[src/rtl/seconds_event_tx_if.sv]
// Event-code request link from the seconds transmitter to the event-code arbiter.
// Handshake: a code moves only in a cycle where evValid && evReady. The master keeps
// evCode stable while evValid is high and not yet accepted. It may raise evValid without
// waiting for evReady. The slave may drive evReady at any time.
interface seconds_event_tx_if;
    logic       evValid;
    logic [7:0] evCode;
    logic       evReady;

    modport master (output evValid, output evCode, input evReady);
    modport slave  (input evValid, input evCode, output evReady);
endinterface

[src/rtl/seconds_event_tx.sv]
// Distributed-seconds transmitter: sends a marker code on each validated PPS.
// It then shifts out the next second's value MSB first as shift-0/shift-1 event codes.
module seconds_event_tx #(
    parameter int unsigned CLK_RATE      = 125000000,
    parameter logic [7:0]  EVCODE_SHIFT0 = 8'h70,
    parameter logic [7:0]  EVCODE_SHIFT1 = 8'h71,
    parameter logic [7:0]  EVCODE_MARKER = 8'h7D,
    parameter int unsigned BIT_SPACING   = 100000
) (
    input  logic                clk,
    input  logic                rst_n,
    input  logic                ppsToggle,
    input  logic                secondsValid,
    input  logic [31:0]         secondsNext,
    seconds_event_tx_if.master  ev,
    output logic                busy,
    output logic [31:0]         status,
    output logic [1:0]          dbgState
);
    localparam int unsigned SPC_W = (BIT_SPACING > 1) ? $clog2(BIT_SPACING) : 1;
    localparam logic [SPC_W-1:0] SPC_RELOAD = SPC_W'(BIT_SPACING - 1);

    // A full 33-code sequence must fit inside one second.
    if (64'(33) * 64'(BIT_SPACING) >= 64'(CLK_RATE)) begin : gRateCheck
        $error("seconds_event_tx: 33*BIT_SPACING must be below CLK_RATE");
    end
    if (BIT_SPACING < 2) begin : gSpacingCheck
        $error("seconds_event_tx: BIT_SPACING must be at least 2");
    end

    typedef enum logic [1:0] {IDLE, MARKER, GAP, SHIFT} state_t;

    state_t           state;
    logic             ppsToggleD;
    logic             armed;
    logic             ppsEdge;
    logic             ppsEdgeQ;
    logic             evValidR;
    logic [7:0]       evCodeR;
    logic [31:0]      shiftReg;
    logic [5:0]       bitsLeft;
    logic [SPC_W-1:0] spacingCnt;
    logic [7:0]       abortCount;
    logic [7:0]       sentCount;

    assign ppsEdge = ppsToggle ^ ppsToggleD;

    always_ff @(posedge clk or negedge rst_n) begin
        if (!rst_n) begin
            state      <= IDLE;
            ppsToggleD <= 1'b0;
            armed      <= 1'b0;
            ppsEdgeQ   <= 1'b0;
            evValidR   <= 1'b0;
            evCodeR    <= 8'h00;
            shiftReg   <= 32'h0;
            bitsLeft   <= 6'd0;
            spacingCnt <= '0;
            abortCount <= 8'h00;
            sentCount  <= 8'h00;
        end else begin
            ppsToggleD <= ppsToggle;
            armed      <= 1'b1;
            // The first cycle out of reset can show a false edge if ppsToggle is held high.
            ppsEdgeQ   <= ppsEdge & armed;

            if (ppsEdgeQ) begin
                if (state != IDLE && abortCount != 8'hFF)
                    abortCount <= abortCount + 8'd1;
                if (secondsValid) begin
                    state    <= MARKER;
                    shiftReg <= secondsNext;
                    bitsLeft <= 6'd32;
                    evValidR <= 1'b1;
                    evCodeR  <= EVCODE_MARKER;
                end else if (state != IDLE) begin
                    state    <= IDLE;
                    evValidR <= 1'b0;
                    bitsLeft <= 6'd0;
                end
            end else begin
                case (state)
                    MARKER: begin
                        if (ev.evReady) begin
                            evValidR   <= 1'b0;
                            spacingCnt <= SPC_RELOAD;
                            state      <= GAP;
                        end
                    end
                    GAP: begin
                        if (spacingCnt == '0) begin
                            state    <= SHIFT;
                            evValidR <= 1'b1;
                            evCodeR  <= shiftReg[31] ? EVCODE_SHIFT1 : EVCODE_SHIFT0;
                        end else begin
                            spacingCnt <= spacingCnt - SPC_W'(1);
                        end
                    end
                    SHIFT: begin
                        if (ev.evReady) begin
                            evValidR <= 1'b0;
                            shiftReg <= {shiftReg[30:0], 1'b0};
                            bitsLeft <= bitsLeft - 6'd1;
                            if (bitsLeft == 6'd1) begin
                                state     <= IDLE;
                                sentCount <= sentCount + 8'd1;
                            end else begin
                                spacingCnt <= SPC_RELOAD;
                                state      <= GAP;
                            end
                        end
                    end
                    default: ;
                endcase
            end
        end
    end

    assign ev.evValid = evValidR;
    assign ev.evCode  = evCodeR;
    assign busy       = (state != IDLE);
    assign dbgState   = state;
    assign status     = {busy, 7'b0, bitsLeft, 2'b0, abortCount, sentCount};
endmodule

[src/flat_wrapper.sv]
// flat-port wrapper written by rule: the top's interface ports become plain ports
module seconds_event_tx_flat 
#(
    parameter int unsigned CLK_RATE      = 125000000,
    parameter logic [7:0]  EVCODE_SHIFT0 = 8'h70,
    parameter logic [7:0]  EVCODE_SHIFT1 = 8'h71,
    parameter logic [7:0]  EVCODE_MARKER = 8'h7D,
    parameter int unsigned BIT_SPACING   = 100000
)
  (clk, rst_n, ppsToggle, secondsValid, secondsNext, busy, status, dbgState, ev_evValid, ev_evCode, ev_evReady);
  seconds_event_tx_if ev_i ();
  input  logic clk;
  input  logic rst_n;
  input  logic ppsToggle;
  input  logic secondsValid;
  input  logic [31:0] secondsNext;
  output logic busy;
  output logic [31:0] status;
  output logic [1:0] dbgState;
  output wire logic [$bits(ev_i.evValid)-1:0] ev_evValid;
  output wire logic [$bits(ev_i.evCode)-1:0] ev_evCode;
  input wire logic [$bits(ev_i.evReady)-1:0] ev_evReady;
  assign ev_evValid = ev_i.evValid;
  assign ev_evCode = ev_i.evCode;
  assign ev_i.evReady = ev_evReady;
  seconds_event_tx #(.CLK_RATE(CLK_RATE), .EVCODE_SHIFT0(EVCODE_SHIFT0), .EVCODE_SHIFT1(EVCODE_SHIFT1), .EVCODE_MARKER(EVCODE_MARKER), .BIT_SPACING(BIT_SPACING)) u_core (.clk(clk), .rst_n(rst_n), .ppsToggle(ppsToggle), .secondsValid(secondsValid), .secondsNext(secondsNext), .ev(ev_i), .busy(busy), .status(status), .dbgState(dbgState));
endmodule
[config.mk]
export PLATFORM = sky130hd
export DESIGN_NAME = seconds_event_tx_flat
export DESIGN_NICKNAME = d
export VERILOG_FILES = /design/src/rtl/seconds_event_tx_if.sv /design/src/rtl/seconds_event_tx.sv /design/src/flat_wrapper.sv
export SDC_FILE = /design/constraint.sdc
export NUM_CORES = 1
export LEC_CHECK = 0
export BUFFER_PORTS_ARGS = -buffer_cell sky130_fd_sc_hd__clkbuf_2
export CAP_MARGIN = 20
export CORE_AREA = 2 2 96 98
export DETAILED_ROUTE_END_ITERATION = 16
export DIE_AREA = 0 0 98 100
export GPL_TIMING_DRIVEN = 0
export PLACE_DENSITY = 0.83
export SLEW_MARGIN = 40
export SYNTH_ARGS = -nofsm -noshare
export SYNTH_HDL_FRONTEND = slang
export SYNTH_SLANG_ARGS = --single-unit
[constraint.sdc]
create_clock -name clk -period 2.75 [get_ports clk]
set_input_delay 0.55 -clock clk [delete_from_list [all_inputs] [get_ports clk]]
set_output_delay 0.55 -clock clk [all_outputs]
set_load 0.005 [all_outputs]
==> key figures, run 1 <==
Clocking
  • Post-cts hold buffer count: 0
  • Worst-path clk slew: 80 ps
  • Htree depth: 3
  • Setup bufs post-CTS: 0
  • Post_cts resized: 0
  • Root Buffer: clkbuf_8
  • Clock Path Buffers: 2
  • CTS tree: yes
  • Sinks on the clock net: 80
  • Worst skew pair latency: 340 ps
  • CTS Buf Count: 9

STA
  • Worst slew pin tran: 792.1 ps
  • Setup ws final: between 500 and 600 ps
  • Max Clock Freq: ~460 MHz
  • Setup Skew: 5.439 ps
  • Headroom to the max-slew limit: 0.4708
  • RSZ-0062 raised after global routing: no
  • Tmin final: 2198 ps
  • Hold WS: 75.51 ps
  • Tcrit/Tclk final: 0.7992
  • Final Max Tran Viols: 0
  • Setup_tns: 0 ps
  • Final Hold Vio Count: 0
  • Endpoints failing setup: 0

Floorplan
  • DIE HEIGHT: 100 um
  • Ports: 81
  • Core Rows: 35
  • Die Area: 0.009800 mm^2
  • Die width: about 100 um
  • Initial core utilization: 0.4818
  • Core Area: just under 0.009 mm^2

Final layout
  • N_diodes: 0
  • Post-route cell area: 0.005036 mm^2
  • Layout area overhead: 17.59%
  • Nets@finish: 560
  • Final core utilization: 0.5665
  • Fin cells: around 630
  • Layout cells sized above 1: 0.2452

Place
  • Post-place setup slack: 599.3 ps
  • HPWL Detailed: slightly above 7 mm
  • Routability cong.: 0.8355
  • Dpl cell area: 0.004841 mm^2
  • Dpl cells: approximately 620
  • IO Port Bufs: 69

Yosys
  • Cells after Synth: about 430
  • Avg Cell Area, Syn: ~10 um^2
  • Synth cell types: 68
  • FFs w/ async S/R, synth: 1.000
  • Most common cell in the netlist: dfrtp_1
  • Yosys Warn Count: 0
  • Dominant cell type by area after synthesis: dfrtp_1
  • Post-synthesis sequential area ratio: 0.4674
  • Post-synth top area share: 0.4674
  • Number of synthesized flops with an enable pin: 0
  • Ys flop type: dfrtp_1
  • Top cells by count, synth: dfrtp_1, nor2_1, a21oi_1, mux2i_1, nand2_1
  • Synth Cell Area: 0.004283 mm^2
  • Synth area leaders: dfrtp_1, mux2i_1, nor2_1
  • Flop and latch count out of synthesis: 80

Route
  • Via count: 3532
  • Final wirelength: slightly below 10 mm
  • Antenna viol nets, final: 0
  • First-pass DRT Iterations: 4
  • DRC Markers: 0
  • WL/cell: 15.28 um
  • Via density per instance: 5.580
  • DR iter-0 viols: roughly 220

Worst setup path
  • CP Launch Type: flop
  • Worst stage delay on the critical path: 490 ps
  • Slowest-stage cell, CP: or3b_1
  • CP endpoint kind: flop
  • Critical path class: flop to flop
  • Worst EP required: 2980 ps
  • Largest delay share family, worst path: compound AO/OA/AOI/OAI gates
  • Data arrival, critical path: 2430 ps
  • WP buf/inv: 1
  • Critical-path cell list: inv_1 -> ha_1 -> or3b_1 -> a311oi_4 -> a21oi_1 -> a211o_1
  • Critical path fanouts, max: 6

Global routing
  • Number of global-route vias before repair: 3439
  • Initial antenna violation count: 0
  • First-pass GRT wire length: 16.37 mm
  • Largest net degree at the start of global routing: 55
  • Gr usage total: 0.2029
  • GRT overflow: 0

Power and ir drop
  • Worst VDD drop: 463.2 uV
  • PD cells: 706.3 mW/mm^2
  • Static leakage: 2.227 nW
  • Total power: 3.557 mW

Run
  • Max-Cap Viols: 0

Run status
  • Status: completed

Hold path
  • Class of the worst hold path: primary input to asynchronous set/reset pin
path summary, 6_finish.rpt:
check | from | endpoint | slack (ps) | cells past startpoint
setup / recovery | u_core.spacingCnt[0]$_DFFE_PN0P_ | u_core.spacingCnt[12]$_DFFE_PN0P_ | 550 | 6
hold / removal | rst_n | u_core.armed$_DFF_PN0_ | 80 | 1
setup reg to reg | u_core.spacingCnt[0]$_DFFE_PN0P_ | u_core.spacingCnt[12]$_DFFE_PN0P_ | 550 | 6
hold reg to reg | u_core.armed$_DFF_PN0_ | u_core.ppsEdgeQ$_DFF_PN0_ | 450 | 1
min in group clk | ppsToggle | u_core.ppsToggleD$_DFF_PN0_ | 340 | 1
max in group asynchronous | rst_n | u_core.spacingCnt[11]$_DFFE_PN0P_ | 2150 | 2
cell type report:
| type | instances | area (um^2) |
|---|---|---|
| buffer | 36 | 207.7 |
| sequential | 80 | 2002 |
| clock inverter | 6 | 67.56 |
| inverter | 8 | 30.03 |
| timing repair buffer | 70 | 381.6 |
| clock buffer | 10 | 127.6 |
| fill | 785 | 3854 |
| multi-input combinational | 312 | 2081 |
| tap | 111 | 138.9 |
cell usage in the layout, fill, tap and decap left out, drive strengths merged, types with 2 or more instances in the layout:
master    instances
nand3            13
nand4b            2
o31ai             4
a211o             2
nand2            26
and4b             2
a21oi            37
clkbuf           93
o41ai             2
nor4b             2
a41o              2
clkinv            2
or4               5
dfrtp            80
conb             12
clkinvlp          2
or3b              3
xor2              6
nand4             9
a41oi             2
buf              23
and3              3
o31a              2
mux2i            34
a311oi            3
a211oi            3
nor2b             2
nor4             11
nand2b            4
nor3             10
xnor2             9
a31oi             5
and2              3
a221o             2
ha                6
or2               2
nor2             50
inv               9
o21ai            18
metal layers:
| metal | global-route usage | up-vias | routed length (um) |
|---|---|---|---|
| li1 | - | 1708 | - |
| met4 | 0.05769 | 0 | 112 |
| met2 | 0.3493 | 110 | 4760 |
| met5 | 0 | - | 0 |
| met1 | 0.2589 | 1703 | 4145 |
| met3 | 0.04596 | 11 | 653 |
kinds of logic (layout without fill, tap and decap cells):
group           after synthesis  in the layout  synth area share
compound gates               93             93            0.1505
mux                          35             35           0.08209
other cells                   2             12          0.001754
simple gates                151            151            0.1946
xor+xnor                     15             15           0.03068
fa+ha+maj                     6              6           0.01753
flops                        80             80            0.4674
buf+inv                      44            130           0.05551
report_power, final:
group | switching, mW | internal, mW
registers | 0.263 | 1.48
logic | 0.519 | 0.430
clock network | 0.446 | 0.423
total | 1.23 | 2.33
worst reg2reg max path: stages (launching register included):
cell and delay, ps:
dfrtp_1 410, inv_1 90, ha_1 280, or3b_1 490
a311oi_4 410, a21oi_1 120, a211o_1 300
registers in the layout, indices dropped and copies added (netlist names):
register           cells
u_core.bitsLeft        6
u_core.sentCount       8
u_core.armed           1
u_core.shiftReg       32
u_core.ev.evCode       3
u_core.ppsEdgeQ        1
u_core.dbgState        2
u_core.spacingCnt     17
u_core.abortCount      8
u_core.ppsToggleD      1
u_core.ev.evValid      1
Power figures use the tool's default switching activity.
==> run 2: changes to the inputs <==
- clock period: 2.75 -> 2.3 ns (I/O delays scaled with it)
==> run 2 against run 1 <==
Register-to-register slack worse by 440 ps; count of clock-buffer cells in the layout unchanged; sequential share of layout area down 0.079 points; first-iteration DRC count down 19%; hold slack better by 180 ps; critical endpoint unchanged; power up 20%; sequential power up 20%; sequential cell count unchanged.
==> key figures, run 2 (same netlist as run 1, synthesis figures left out) <==
Hold path
  • Class of the worst hold path: primary input to flop
  • Hold path depth: 1

STA
  • Setup Skew: 5.826 ps (+0.3875 ps)
  • Final Max Tran Viols: 0 (unchanged)
  • Tmin final: 2187 ps (-10.80 ps)
  • Setup ws final: 113.0 ps (-439.2 ps)
  • Worst slew pin tran: 806.1 ps (+13.97 ps)
  • RSZ-0062 raised after global routing: no
  • Endpoints failing setup: 0 (unchanged)
  • Headroom to the max-slew limit: 0.4614 (-0.009335)
  • Max Clock Freq: 457.3 MHz (+0.49%)
  • Tcrit/Tclk final: 0.9509 (+0.1517)
  • Final Hold Vio Count: 0 (unchanged)

Global routing
  • Initial antenna violation count: 0 (unchanged)
  • Largest net degree at the start of global routing: 55 (unchanged)
  • First-pass GRT wire length: 16.36 mm (about the same)
  • GRT overflow: 0 (unchanged)
  • Gr usage total: 0.2027 (about the same)
  • Number of global-route vias before repair: 3435 (-0.12%)

Place
  • Dpl cell area: 0.004841 mm^2 (unchanged)
  • Routability cong.: 0.8355 (unchanged)
  • Dpl cells: 617 (unchanged)
  • IO Port Bufs: 69 (unchanged)
  • HPWL Detailed: 7.104 mm (unchanged)
  • Post-place setup slack: 149.3 ps (-450.0 ps)

Worst setup path
  • Critical path fanouts, max: 6 (unchanged)
  • R2r worst-path depth: 6 (unchanged)
  • Slowest-stage cell, CP: or3b_1
  • Critical path class: flop to flop
  • CP Launch Type: flop
  • CP endpoint kind: flop
  • Worst stage delay on the critical path: 490 ps (about the same)
  • Data arrival, critical path: 2420 ps (about the same)
  • Critical-path cell list: inv_1 -> ha_1 -> or3b_1 -> a311oi_4 -> a21oi_1 -> a211o_1
  • Worst EP required: 2530 ps (-450 ps)

Final layout
  • Largest register FFs: 32 (unchanged)
  • Layout cells sized above 1: 0.2447 (-0.0004689)
  • Fin cells: 634 (+0.16%)
  • Layout area overhead: 17.82%
  • Nets@finish: 561 (+0.18%)
  • Commonest non-fill, non-tap cell in the layout: dfrtp_1
  • Largest Register: u_core.shiftReg
  • Post-route cell area: 0.005046 mm^2 (+0.20%)
  • N_diodes: 0 (unchanged)
  • Commonest cells after routing, fill and taps aside: dfrtp_1, clkbuf_2, nor2_1
  • Biggest regs: u_core.shiftReg (32), u_core.spacingCnt (17)

Route
  • WL/cell: 15.25 um (-0.20%)
  • Via density per instance: 5.574 (-0.10%)
  • First-pass DRT Iterations: 4 (unchanged)
  • DR iter-0 viols: 177 (-19%)
  • Antenna viol nets, final: 0 (unchanged)
  • Final wirelength: 9.668 mm (about the same)
  • DRC Markers: 0 (unchanged)
  • Via count: 3534 (+0.057%)

Power and ir drop
  • PD cells: 843.0 mW/mm^2 (+19%)
  • Total power: 4.254 mW (+20%)
  • Worst VDD drop: 554.5 uV (+20%)
  • Static leakage: 2.231 nW (+0.19%)

Floorplan
  • Ports: 81 (unchanged)
  • Core Rows: 35 (unchanged)
  • Die width: 98 um (unchanged)
  • DIE HEIGHT: 100 um (unchanged)
  • Die Area: 0.009800 mm^2 (unchanged)
  • Initial core utilization: 0.4818 (unchanged)
  • Core Area: 0.008890 mm^2 (unchanged)

Run status
  • Status: completed

Clocking
  • Clock Path Buffers: 2 (unchanged)
  • Post_cts resized: 0 (unchanged)
  • Htree depth: 3 (unchanged)
  • Root Buffer: clkbuf_8
  • Worst-path clk slew: 80 ps (about the same)
  • CTS Buf Count: 9 (unchanged)
  • Worst skew pair latency: 350 ps (about the same)
  • CTS tree: yes
  • Sinks on the clock net: 80 (unchanged)

Run
  • Max-Cap Viols: 0 (unchanged)
run 2: changes by cell type in the layout (fill, tap and decap cells not counted), sizes merged:
cell and delta:
dlygate4sd3 +1
run 2: worst max-delay path: cells and delay by family, from the launching register on:
kind            cells  cell delay (ps)
compound gates      3              820
simple gates        1              490
flops               1              400
fa+ha+maj           1              270
buf+inv             1               90
run 2: worst paths after layout:
| kind | startpoint | end | slack [ps] |
|---|---|---|---|
| max | u_core.spacingCnt[0]$_DFFE_PN0P_ | u_core.spacingCnt[12]$_DFFE_PN0P_ | 110 |
| min | ppsToggle | u_core.ppsToggleD$_DFF_PN0_ | 250 |
| max reg2reg | u_core.spacingCnt[0]$_DFFE_PN0P_ | u_core.spacingCnt[12]$_DFFE_PN0P_ | 110 |
| min reg2reg | u_core.armed$_DFF_PN0_ | u_core.ppsEdgeQ$_DFF_PN0_ | 450 |
| max in group asynchronous | rst_n | u_core.spacingCnt[11]$_DFFE_PN0P_ | 1230 |
| min in group asynchronous | rst_n | u_core.armed$_DFF_PN0_ | 540 |
run 2: timing repair:
action | 4_1_cts | 5_1_grt
hold buffers | 1 | 0
setup buffers | 0 | 0
hold endpoints to repair | 26 | 0
run 2: layout make-up:
class,count,area [um^2]
Multi-Input combinational cell,312,2081
Inverter,8,30.03
Clock inverter,6,67.56
Clock buffer,10,127.6
Sequential cell,80,2002
Timing Repair Buffer,71,391.6
Buffer,36,207.7
Tap cell,111,138.9
Fill cell,784,3844
run 2: metal layers:
layer  vias to the layer above  share of wire  track usage
li1                       1705              -            -
met5                         -              0            0
met1                      1712           0.43       0.2584
met4                         0          0.013      0.05769
met3                        15          0.067      0.04596
met2                       102           0.49       0.3493
run 2: per-stage QoR:
stage	hold slack [ps]	util	setup TNS (ps)
6_report	253.0	0.5676	0
5_1_grt	236.9	0.5676	0
3_5_place_dp	356.0	0.5445	0
4_1_cts	237.3	0.5676	0
2_1_floorplan	164.4	-	0
3_3_place_gp	433.4	0.5405	-30.41
run 2: power breakdown:
group	switching (mW)	internal, mW	total [mW]	leakage, nW
registers	0.315	1.76	2.08	0.924
clock network	0.534	0.506	1.04	0.0929
logic	0.620	0.515	1.13	1.21
